## config.mk

```make
export PLATFORM = sky130hd
export DESIGN_NAME = apb_reg_bridge
export DESIGN_NICKNAME = d
export VERILOG_FILES = /design/src/rtl/reg_bridge_pkg.sv /design/src/rtl/apb_reg_bridge.sv
export SDC_FILE = /design/constraint.sdc
export NUM_CORES = 1
export LEC_CHECK = 0
export CORE_ASPECT_RATIO = 2
export CORE_MARGIN = 10
export CORE_UTILIZATION = 38
export DETAILED_ROUTE_END_ITERATION = 6
export PLACE_DENSITY = 0.86
export SETUP_SLACK_MARGIN = 0.2
export SLEW_MARGIN = 20
export SYNTH_ARGS = -nofsm -noshare
export SYNTH_HDL_FRONTEND = slang
export SYNTH_SLANG_ARGS = --single-unit
```

## constraint.sdc

```tcl
create_clock -name clk -period 3.25 [get_ports clk]
set_clock_uncertainty 0.05 [all_clocks]
set_input_delay 0.4875 -clock clk [delete_from_list [all_inputs] [get_ports clk]]
set_output_delay 0.4875 -clock clk [all_outputs]
set_load 0.1 [all_outputs]
```

## src/rtl/reg_bridge_pkg.sv

```systemverilog
// Shared types and helpers for the APB-to-register-file bridge.
//   state_e  : bridge FSM states
//   DEF_*    : default bus widths and register count
//   addr_ok  : true when a byte address is word aligned and inside the register map
package reg_bridge_pkg;

    localparam int unsigned DEF_ADDR_W   = 10;
    localparam int unsigned DEF_DATA_W   = 32;
    localparam int unsigned DEF_NUM_REGS = 4;

    typedef enum logic [2:0] {
        IDLE,
        WR,
        RD_REQ,
        RD_RSP,
        ERR
    } state_e;

    // Word aligned and below 4*num_regs; callers zero-extend their address to 32 bits.
    function automatic logic addr_ok(input logic [31:0] addr, input int unsigned num_regs);
        return (addr[1:0] == 2'b00) && (addr < 32'(4 * num_regs));
    endfunction

endpackage

```

## src/rtl/apb_reg_bridge.sv

```systemverilog
// APB3 slave front-end for the 32-bit register file.
// Turns an APB setup/access pair into one-cycle wr_en/rd_en strobes, returns the
// register file's registered rdata on prdata, and answers bad addresses with pslverr.
//   clk, rst            : clock, async active-high reset
//   psel/penable/pwrite : APB control
//   paddr/pwdata        : APB address / write data (latched in setup phase)
//   prdata/pready/pslverr : APB response (prdata combinational from reg_rdata)
//   reg_wr_en/reg_rd_en/reg_addr/reg_wdata : register file request
//   reg_rdata           : register file read data, one cycle after reg_rd_en
module apb_reg_bridge
    import reg_bridge_pkg::*;
#(
    parameter int unsigned ADDR_W   = DEF_ADDR_W,
    parameter int unsigned DATA_W   = DEF_DATA_W,
    parameter int unsigned NUM_REGS = DEF_NUM_REGS
) (
    input  logic              clk,
    input  logic              rst,
    input  logic              psel,
    input  logic              penable,
    input  logic              pwrite,
    input  logic [ADDR_W-1:0] paddr,
    input  logic [DATA_W-1:0] pwdata,
    output logic [DATA_W-1:0] prdata,
    output logic              pready,
    output logic              pslverr,
    output logic              reg_wr_en,
    output logic              reg_rd_en,
    output logic [ADDR_W-1:0] reg_addr,
    output logic [DATA_W-1:0] reg_wdata,
    input  logic [DATA_W-1:0] reg_rdata
);

    state_e            state_q;
    state_e            state_d;
    logic [ADDR_W-1:0] addr_d;
    logic [DATA_W-1:0] wdata_d;
    logic              wr_en_d;
    logic              rd_en_d;
    logic              pready_d;
    logic              pslverr_d;

    // Next state plus next values of every registered output.
    always_comb begin
        state_d   = state_q;
        addr_d    = reg_addr;
        wdata_d   = reg_wdata;
        wr_en_d   = 1'b0;
        rd_en_d   = 1'b0;
        pready_d  = 1'b0;
        pslverr_d = 1'b0;

        case (state_q)
            IDLE: begin
                // Only a true setup phase starts a transfer; a stray penable is ignored.
                if (psel && !penable) begin
                    addr_d  = paddr;
                    wdata_d = pwdata;
                    if (!addr_ok(32'(paddr), NUM_REGS)) begin
                        state_d = ERR;
                    end else if (pwrite) begin
                        state_d = WR;
                    end else begin
                        state_d = RD_REQ;
                    end
                end
            end
            // Master dropping psel abandons the read before the response cycle.
            RD_REQ:  state_d = psel ? RD_RSP : IDLE;
            WR:      state_d = IDLE;
            RD_RSP:  state_d = IDLE;
            ERR:     state_d = IDLE;
            default: state_d = IDLE;
        endcase

        // Outputs are a registered function of the state being entered.
        wr_en_d   = (state_d == WR);
        rd_en_d   = (state_d == RD_REQ);
        pready_d  = (state_d == WR) || (state_d == RD_RSP) || (state_d == ERR);
        pslverr_d = (state_d == ERR);
    end

    // State and output registers.
    always_ff @(posedge clk or posedge rst) begin
        if (rst) begin
            state_q   <= IDLE;
            reg_addr  <= '0;
            reg_wdata <= '0;
            reg_wr_en <= 1'b0;
            reg_rd_en <= 1'b0;
            pready    <= 1'b0;
            pslverr   <= 1'b0;
        end else begin
            state_q   <= state_d;
            reg_addr  <= addr_d;
            reg_wdata <= wdata_d;
            reg_wr_en <= wr_en_d;
            reg_rd_en <= rd_en_d;
            pready    <= pready_d;
            pslverr   <= pslverr_d;
        end
    end

    // Read data passes straight through only in the response cycle.
    assign prdata = (state_q == RD_RSP) ? reg_rdata : '0;

endmodule

```

# Yosys cells after proc, flatten, opt, wreduce, memory -nomap -nowiden
# Cells that the tools add are included.
[classes]
magnitude_cmp = 1
eq_ne = 6
muxes = 6
reduce_logical = 8
[ops]
columns = ["cell", "n"]
rows = [
  ["32-bit two-way mux", 1],
  ["3-bit by 2-bit == test with 1-bit output, second input constant", 4],
  ["10-bit by 5-bit less-than comparator with 1-bit output, second input constant", 1],
  ["3-bit two-way mux", 2],
  ["3-bit case mux with 2 select lines", 1],
  ["2-bit two-way mux", 2],
  ["3-bit by 1-bit == test with 1-bit output, second input constant", 1],
  ["3-bit == test, second input constant", 1],
  ["3-bit logical NOT", 1],
  ["1-bit logical AND", 2],
  ["2-bit logical NOT", 1],
  ["1-bit logical OR", 2],
  ["2-bit AND reduction", 1],
  ["1-bit logical NOT", 1],
]
[word_totals]
register_bits = 49
input_bits = 79
out_inout_bits = 78
elab_cells = 28

# Logic depth before layout (Yosys ltp)
# Gate-level depths: netlist (run 1).
[depth]
depth_word = 8
depth_mapped = 5
depth_no_buf = 3

# Least setup slack after synthesis (run 1)
# OpenSTA, ideal clock, no wires.
[synth_timing]
path_kind = "flip-flop to output port"
startpoint = "register state_q[2]"
endpoint = "output port prdata[10]"
t_arrival_ns = 1.612
required_time_ns = 2.712
slack_ns = 1.101
path_stages_with_launch = 4
n_path_buf = 1
cell_sequence = "dfrtp_1 and3b_1 clkbuf_1 and2_1"
[synth_between]
elab_chain_cells = 2
[synth_lines]
columns = ["item", "line", "rtl"]
rows = [
  ["start, declared", "apb_reg_bridge.sv:34", "state_e state_q;"],
  ["start signal, assigned", "apb_reg_bridge.sv:94", "state_q <= state_d;"],
  ["3-bit by 2-bit == test with 1-bit output", "apb_reg_bridge.sv:105", "assign prdata = (state_q == RD_RSP) ? reg_rdata : '0;"],
  ["32-bit two-way mux", "apb_reg_bridge.sv:105", ""],
  ["end, declared", "apb_reg_bridge.sv:24", "output logic [DATA_W-1:0] prdata,"],
]
# No other way between the ends.

# Final worst setup path (run 1)
[layout_timing]
startpoint = "register state_q[2]"
endpoint = "output port prdata[6]"
# The elaborated chain is that of the path after synthesis.

==> flow_metrics.py, run 1 <==
metrics = {
    "run_status": {
        "status": "finished, final reports clean",
    },
    "logic_synthesis": {
        "synth_nets": 230,
        "synthFlopType": "dfrtp_1",
        "yosys_warnings": 0,
        "netlist_instances": 151,
        "synth_edf_count": 0,
        "ys_top_cells_by_count": "49 x dfrtp_1, 40 x mux2_4, 32 x and2_1, 4 x buf_12, 3 x clkbuf_1",
        "avgSynthCellArea_um2": 15.2,
        "synth_area_leaders": "dfrtp_1 54%, mux2_4 26%, and2_1 8.7%",
        "ys_seq_area_frac": 0.536,
        "ys_seq_elements": 49,
        "synth.distinct_cells": 21,
        "yosysMostFrequentCell": "dfrtp_1",
        "synth_top_area_frac": 0.536,
        "async_reset_ff_frac": 1.00,
        "synth_largest_area_cell": "dfrtp_1",
        "syn_area_mm2": 0.00229,
    },
    "global_routing": {
        "grt_overflow": 0,
        "antenna_found_initial": 0,
        "grt_max_degree": 50,
        "grt_pass1_wl_mm": 10.6,
        "grt_pass1_vias": 1894,
        "grt_util_all_layers": 0.144,
    },
    "critical_path": {
        "critical_path_class": "register to output port",
        "start_kind": "register",
        "r2r-start": "state_q[2]",
        "r2r_cells": 4,
        "rr_endpoint": "reg_addr[2]",
        "crit_fanout": 32,
        "cp.arrival_ns": 1.94,
        "end_kind": "output port",
        "rrSetupSlack_ns": 1.57,
        "cp.required_ns": 2.71,
    },
    "floorplan": {
        "die_area_mm2": 0.00971,
        "start_util": 0.384,
        "core-area_mm2": 0.00596,
        "ios": 157,
        "die_w_um": 74.9,
        "rows": 40,
        "die-height_um": 130,
    },
    "worst_hold_path": {
        "hold_depth": 1,
        "min_path_type": "register to register",
        "holdPathEnd": "reg_wdata[16]",
        "min_from": "reg_wdata[16]",
    },
    "cts": {
        "cts_tree": "done",
        "clk_pin_slew_worst_paths_ns": 0.06,
        "clock_latency_ns": 0.28,
        "holdBufCountCts": 0,
        "post-cts-setup-buffer-count": 0,
        "cts_resized": 0,
        "h-tree-depth": 2,
        "root_buffer": "clkbuf_16",
        "cts_sinks": 49,
        "clock_path_buffers": 2,
        "cts_inserted_buffers": 5,
    },
    "sta": {
        "clock.fmax_ghz": 0.404,
        "slew_headroom": 0.349,
        "fin_crit_ns": 2.48,
        "setup_viol": 0,
        "worst_slack_ns": 0.772,
        "holdWs_ns": 0.458,
        "slew_viol_final": 0,
        "hold_viol": 0,
        "finalCritPeriodShare": 0.762,
        "grt_setup_unrepaired": "false",
        "timing.setup.tns_ns": 0,
        "tightest_slew_ns": 0.973,
    },
    "placement": {
        "dpl.hpwl_mm": 5.95,
        "pre_cts_slack_ns": 1.03,
        "placed_area_mm2": 0.00368,
        "port_buffers": 156,
        "gp_congestion": 0.835,
    },
    "routing": {
        "drc": 0,
        "drt-total-wl_mm": 7.34,
        "drt_iter0_markers": 79,
        "vias": 1707,
        "via_per_inst": 4.60,
        "ant_nets": 0,
        "post_drt_wl_per_cell_um": 19.8,
        "firstDrtPassIters": 4,
    },
    "final_layout": {
        "fill_cells": 450,
        "area_delta_synth_final_pct": 68.4,
        "drive_above_1_share": 0.406,
        "num_antenna_cells": 0,
        "fin_util": 0.647,
        "final_cell_area_mm2": 0.00385,
        "nNetsFinal": 386,
    },
    "power": {
        "power_density_mw_per_mm2": 658,
        "leakagePower_nw": 1.83,
        "ir_drop_mv": 0.498,
    },
    "run": {
        "drv_cap": 0,
    },
}
## report_power, final
part | total, mW | switching [mW] | internal (mW)
clock network | 0.592 | 0.209 | 0.384
logic | 1.18 | 0.839 | 0.341
registers | 0.762 | 0.0559 | 0.706
## metrics by stage
stage | power (mW) | std cells
after global placement | 1.95 | 363
final | 2.53 | 371
after floorplan | 1.65 | 151
after CTS | 2.57 | 371
after global routing | 2.62 | 371
after detailed placement | 1.96 | 363
## logic make-up after synthesis
group | Yosys count | share of synthesized area
flops | 49 | 0.536
buf+inv | 10 | 0.0481
compound gates | 5 | 0.0126
mux | 42 | 0.272
simple gates | 45 | 0.131
## flip-flops by register name, summed over array words and instances, names as in the netlist
signal,flops
reg_wr_en,1
pslverr,1
pready,1
reg_wdata,32
reg_addr,10
state_q,3
reg_rd_en,1
## cells in the final DEF (no fill, tap or decap)
| cell | count |
|---|---|
| nor4_2 | 2 |
| mux2_4 | 40 |
| and2_1 | 32 |
| mux2_2 | 1 |
| o21ai_1 | 2 |
| a21oi_1 | 2 |
| nor3_2 | 1 |
| clkinvlp_4 | 1 |
| nand2_1 | 2 |
| buf_12 | 1 |
| nor2_1 | 2 |
| and3b_1 | 1 |
| clkbuf_16 | 5 |
| clkbuf_8 | 1 |
| clkinv_2 | 1 |
| nor2b_4 | 1 |
| clkdlybuf4s50_1 | 86 |
| a2bb2oi_1 | 1 |
| nand2b_1 | 2 |
| bufinv_16 | 1 |
| nand4bb_1 | 1 |
| inv_1 | 1 |
| buf_4 | 70 |
| mux2_1 | 1 |
| nand4b_1 | 1 |
| dfrtp_1 | 49 |
## metal layers
metal / global-route usage / share of wire
met5: 0 / 0
met4: 0.0561 / 0.019
met3: 0.0327 / 0.055
met2: 0.259 / 0.58
met1: 0.154 / 0.35
## how the worst max path moves through the flow
| stage | from | end | slack (ns) | depth (start not counted) |
|---|---|---|---|---|
| floorplan | state_q[2] | prdata[10] | 1.10 | 3 |
| global placement | penable | reg_addr[2] | 1.05 | 5 |
| detailed placement | penable | reg_addr[2] | 1.03 | 5 |
| CTS | state_q[2] | prdata[6] | 0.76 | 3 |
| global route | state_q[2] | prdata[6] | 0.64 | 3 |
| finish | state_q[2] | prdata[6] | 0.77 | 3 |
## cell type report
cell class,instances,area (um^2),area share
clock buffers,6,139,0.0360
clock inverters,2,37.5,0.00974
repair buffers,157,1410,0.365
flip-flops and latches,49,1230,0.318
inverters,2,8.76,0.00227
multi-input cells,92,957,0.248
well taps,63,78.8,0.0205
## worst max-delay path, stage by stage (launching register included)
cell and delay, ns:
dfrtp_1 0.40, and3b_1 0.70, and2_1 0.25, buf_4 0.30
(Power assumes the default switching activity.)
==> inputs of run 2 (changes only) <==
Settings changed: CORE_UTILIZATION 38 to 35, PLACE_DENSITY 0.86 to 0.8.
Clock period 3.25 ns to 2.5 ns, I/O delays scaled along.
==> flow_metrics.py, run 2 (synthesis gave the netlist of run 1 again) <==
metrics = {
    "final_layout": {
        "layout_common_cells": "78 x clkdlybuf4s50_1, 49 x dfrtp_1, 48 x buf_4",
        "final_cell_area_mm2": 0.00429,
        "drive_above_1_share": 0.437,
        "nNetsFinal": 389,
        "num_antenna_cells": 0,
        "regMostFlops": "reg_wdata",
        "reg_top3": "reg_wdata (32), reg_addr (10), state_q (3)",
        "final_common_cell": "clkdlybuf4s50_1",
        "largest_reg_flops": 32,
        "area_delta_synth_final_pct": 87.5,
        "stdcell_count": 397,
    },
    "placement": {
        "dpl.hpwl_mm": 6.86,
        "dp.cells": 389,
        "port_buffers": 156,
        "placed_area_mm2": 0.00412,
        "gp_congestion": 0.762,
    },
    "floorplan": {
        "die_area_mm2": 0.0104,
        "die_w_um": 77.2,
        "start_util": 0.360,
        "ios": 157,
        "die-height_um": 134,
        "rows": 41,
        "core-area_mm2": 0.00636,
    },
    "global_routing": {
        "grt_pass1_wl_mm": 12.3,
        "grt_util_all_layers": 0.155,
        "grt_overflow": 0,
        "grt_pass1_vias": 1970,
        "antenna_found_initial": 0,
        "grt_max_degree": 33,
    },
    "critical_path": {
        "start_kind": "register",
        "r2r_cells": 4,
        "cp.required_ns": 2.08,
        "critPathTopFamily": "simple AND/OR/NAND/NOR gates",
        "rrSetupSlack_ns": 0.88,
        "worst-path-stages": 4,
        "end_kind": "output port",
        "max_stage_delay_ns": 0.40,
        "crit_start": "state_q[2]",
        "r2r-start": "state_q[2]",
        "cp.arrival_ns": 1.57,
        "critPathSlowestCell": "dfrtp_1",
        "crit_path_end": "prdata[12]",
        "cp_cell_sequence": "and3b_1 -> buf_4 -> and2_1 -> buf_12",
        "rr_endpoint": "reg_addr[7]",
        "critPathBufInv": 2,
        "crit_fanout": 32,
        "critical_path_class": "register to output port",
    },
    "cts": {
        "root_buffer": "clkbuf_16",
        "cts_sinks": 49,
        "post-cts-setup-buffer-count": 0,
        "cts_tree": "done",
        "holdBufCountCts": 0,
        "cts_inserted_buffers": 5,
        "h-tree-depth": 2,
        "clk_pin_slew_worst_paths_ns": 0.07,
        "clock_latency_ns": 0.28,
        "clock_path_buffers": 2,
        "cts_resized": 0,
    },
    "power": {
        "ir_drop_mv": 0.552,
        "leakagePower_nw": 1.94,
        "power_density_mw_per_mm2": 767,
        "power.total_mw": 3.29,
    },
    "sta": {
        "slew_headroom": 0.665,
        "tightest_slew_ns": 0.502,
        "finalCritPeriodShare": 0.797,
        "grt_setup_unrepaired": "false",
        "fin_crit_ns": 1.99,
        "clock.fmax_ghz": 0.502,
        "timing.setup.tns_ns": 0,
        "hold_viol": 0,
        "slew_viol_final": 0,
        "setup_viol": 0,
    },
    "routing": {
        "drc": 0,
        "via_per_inst": 4.42,
        "post_drt_wl_per_cell_um": 20.4,
        "drt_iter0_markers": 75,
        "drt-total-wl_mm": 8.08,
        "vias": 1753,
        "ant_nets": 0,
        "firstDrtPassIters": 4,
    },
    "worst_hold_path": {
        "min_path_type": "input pin to async pin",
    },
    "run": {
        "drv_cap": 0,
    },
    "run_status": {
        "status": "finished, final reports clean",
    },
}
## run 2: through the flow
| step | setup WS [ns] | util | hold WS (ns) |
|---|---|---|---|
| detailed placement | 0.446 | 0.648 | 0.441 |
| finish | 0.507 | 0.675 | 0.382 |
| CTS | 0.489 | 0.675 | 0.397 |
| global placement | 0.466 | 0.648 | 0.439 |
| floorplan | 0.463 | - | 0.391 |
| global route | 0.419 | 0.675 | 0.433 |
## run 2: power breakdown
group,internal [mW],switching (mW),leakage [nW]
combinational,0.438,1.09,1.27
sequential,0.918,0.0740,0.589
clock,0.473,0.297,0.0800
## run 2: area by class of cell
type | instances | area [um^2]
inverter | 2 | 7.51
tap | 86 | 108
sequential | 49 | 1230
fill | 484 | 2070
multi-input combinational | 92 | 957
clock inverter | 3 | 46.3
timing repair buffer | 160 | 1820
clock buffer | 5 | 125
## run 2: worst min path at each step
stage | from | end | slack, ns | cells past startpoint
finish | rst | reg_wdata[16] | 0.38 | 2
global route | rst | reg_wdata[16] | 0.43 | 2
CTS | rst | reg_wdata[16] | 0.40 | 2
detailed placement | reg_addr[9] | reg_addr[9] | 0.44 | 1
global placement | reg_addr[9] | reg_addr[9] | 0.44 | 1
floorplan | pwrite | reg_rd_en | 0.39 | 1
## run 2: routing by layer
layer	vias up	wire, um	track usage
met1	841	2550	0.148
li1	827	-	-
met5	-	0	0
met2	75	4890	0.299
met3	10	462	0.0408
met4	0	167	0.0633
## run 2: worst register-to-register path, delay by kind of cell (launching register included)
family | cells | cell delay (ns)
flip-flops | 1 | 0.40
buffers and inverters | 1 | 0.28
multiplexers | 1 | 0.33
AND/OR/NAND/NOR | 2 | 0.44
==> inputs of run 3 (changes only) <==
Settings changed: CORE_UTILIZATION 35 to 32, PLACE_DENSITY 0.8 to 0.77.
Clock period 2.5 ns to 1.8 ns, I/O delays scaled along.
==> flow_metrics.py, run 3 (synthesis gave the netlist of run 1 again) <==
metrics = {
    "run_status": {
        "status": "finished with violations",
        "violations": "negative setup slack",
    },
    "global_routing": {
        "grt_pass1_wl_mm": 13.0,
        "grt_overflow": 0,
        "grt_pass1_vias": 2061,
        "grt_util_all_layers": 0.154,
        "grt_max_degree": 50,
        "antenna_found_initial": 0,
    },
    "floorplan": {
        "die-height_um": 140,
        "die_w_um": 79.8,
        "rows": 43,
        "die_area_mm2": 0.0111,
        "start_util": 0.330,
        "ios": 157,
        "core-area_mm2": 0.00694,
    },
    "routing": {
        "firstDrtPassIters": 4,
        "drc": 0,
        "via_per_inst": 4.52,
        "drt-total-wl_mm": 9.02,
        "post_drt_wl_per_cell_um": 21.7,
        "vias": 1874,
        "drt_iter0_markers": 66,
        "ant_nets": 0,
    },
    "cts": {
        "clock_path_buffers": 2,
        "clock_latency_ns": 0.29,
        "cts_inserted_buffers": 5,
        "holdBufCountCts": 0,
        "cts_tree": "done",
        "cts_sinks": 49,
        "h-tree-depth": 2,
        "clk_pin_slew_worst_paths_ns": 0.07,
        "root_buffer": "clkbuf_16",
    },
    "worst_hold_path": {
        "min_path_type": "input pin to async pin",
    },
    "critical_path": {
        "cp_cell_sequence": "and3b_2 -> buf_12 -> and2_2 -> buf_12",
        "critPathTopFamily": "simple AND/OR/NAND/NOR gates",
        "critical_path_class": "register to output port",
        "rr_endpoint": "reg_wdata[1]",
        "cp.required_ns": 1.48,
        "crit_fanout": 32,
        "cp.arrival_ns": 1.49,
        "critPathSlowestCell": "dfrtp_1",
        "end_kind": "output port",
        "r2r_cells": 5,
        "critPathBufInv": 2,
        "start_kind": "register",
        "r2r-start": "state_q[2]",
        "rrSetupSlack_ns": 0.22,
        "max_stage_delay_ns": 0.40,
        "crit_top_cell": "buf_12",
    },
    "sta": {
        "slew_viol_final": 0,
        "grt_setup_unrepaired": "true",
        "tightest_slew_ns": 0.427,
        "worst_slack_ns": -0.00853,
        "hold_viol": 0,
        "fin_crit_ns": 1.81,
        "slew_headroom": 0.713,
        "setup_viol": 6,
        "finalCritPeriodShare": 1.00,
        "timing.setup.tns_ns": -0.0253,
        "clock.fmax_ghz": 0.553,
    },
    "power": {
        "power_density_mw_per_mm2": 1010,
        "leakagePower_nw": 2.30,
        "ir_drop_mv": 0.812,
    },
    "placement": {
        "pre_cts_slack_ns": -0.124,
        "gp_congestion": 0.796,
        "port_buffers": 156,
        "dp.cells": 398,
        "dpl.hpwl_mm": 7.15,
    },
    "final_layout": {
        "reg_top3": "reg_wdata (32), reg_addr (10), state_q (3)",
        "nNetsFinal": 403,
        "stdcell_count": 415,
        "final_common_cell": "buf_12",
        "num_antenna_cells": 0,
        "regMostFlops": "reg_wdata",
        "drive_above_1_share": 0.563,
        "largest_reg_flops": 32,
        "layout_common_cells": "83 x buf_12, 77 x clkdlybuf4s50_1, 49 x dfrtp_1",
        "area_delta_synth_final_pct": 126,
    },
    "run": {
        "drv_cap": 0,
    },
}
## run 3: stage by stage
step / utilization / hold WS (ns) / cell area [um^2] / power [mW]
6_report: 0.745 / 0.285 / 5170 / 5.22
3_3_place_gp: 0.695 / 0.495 / 4820 / 4.07
3_5_place_dp: 0.695 / 0.504 / 4820 / 4.10
4_1_cts: 0.733 / 0.307 / 5090 / 5.24
5_1_grt: 0.745 / 0.303 / 5170 / 5.36
2_1_floorplan: - / 0.286 / 2350 / 2.99
## run 3: layout make-up
class	count	area [um^2]
timing repair buffer	174	2630
fill	408	1770
sequential	49	1230
multi-input combinational	92	1020
clock buffer	5	125
tap	90	113
clock inverter	3	47.5
inverter	2	7.51
## run 3: routing by layer
layer / vias to the layer above / track usage / share of wire
met1: 927 / 0.141 / 0.29
met3: 14 / 0.0490 / 0.072
li1: 850 / - / -
met2: 83 / 0.296 / 0.60
met4: 0 / 0.0560 / 0.029
met5: - / 0 / 0
## run 3: worst max-delay path by stage
| stage | slack, ns | end | start | cells past startpoint |
|---|---|---|---|---|
| floorplan | 0.1 | prdata[10] | state_q[2] | 3 |
| CTS | -0.02 | prdata[31] | state_q[2] | 4 |
| global placement | -0.07 | reg_wdata[16] | penable | 5 |
| global route | -0.08 | prdata[31] | state_q[2] | 4 |
| detailed placement | -0.12 | reg_wdata[18] | penable | 5 |
| finish | -0.009 | prdata[31] | state_q[2] | 4 |
## run 3: tightest hold or removal path, cell delays in order
cell,delay [ns]
clkdlybuf4s50_1,0.42
inv_2,0.07
buf_12,0.25
## run 3: report_power, final
group	switching, mW	internal, mW	total (mW)
Sequential	0.205	1.27	1.48
Clock	0.422	0.665	1.09
Combinational	1.55	1.10	2.65
Total	2.18	3.04	5.22
## run 3: timing repair
item / CTS / global route
buffers inserted: 4 / 1
cloned: 1 / 3
endpoints found under the setup margin: 43 / 73
pin swaps: 1 / 1
resized for setup: 8 / 3
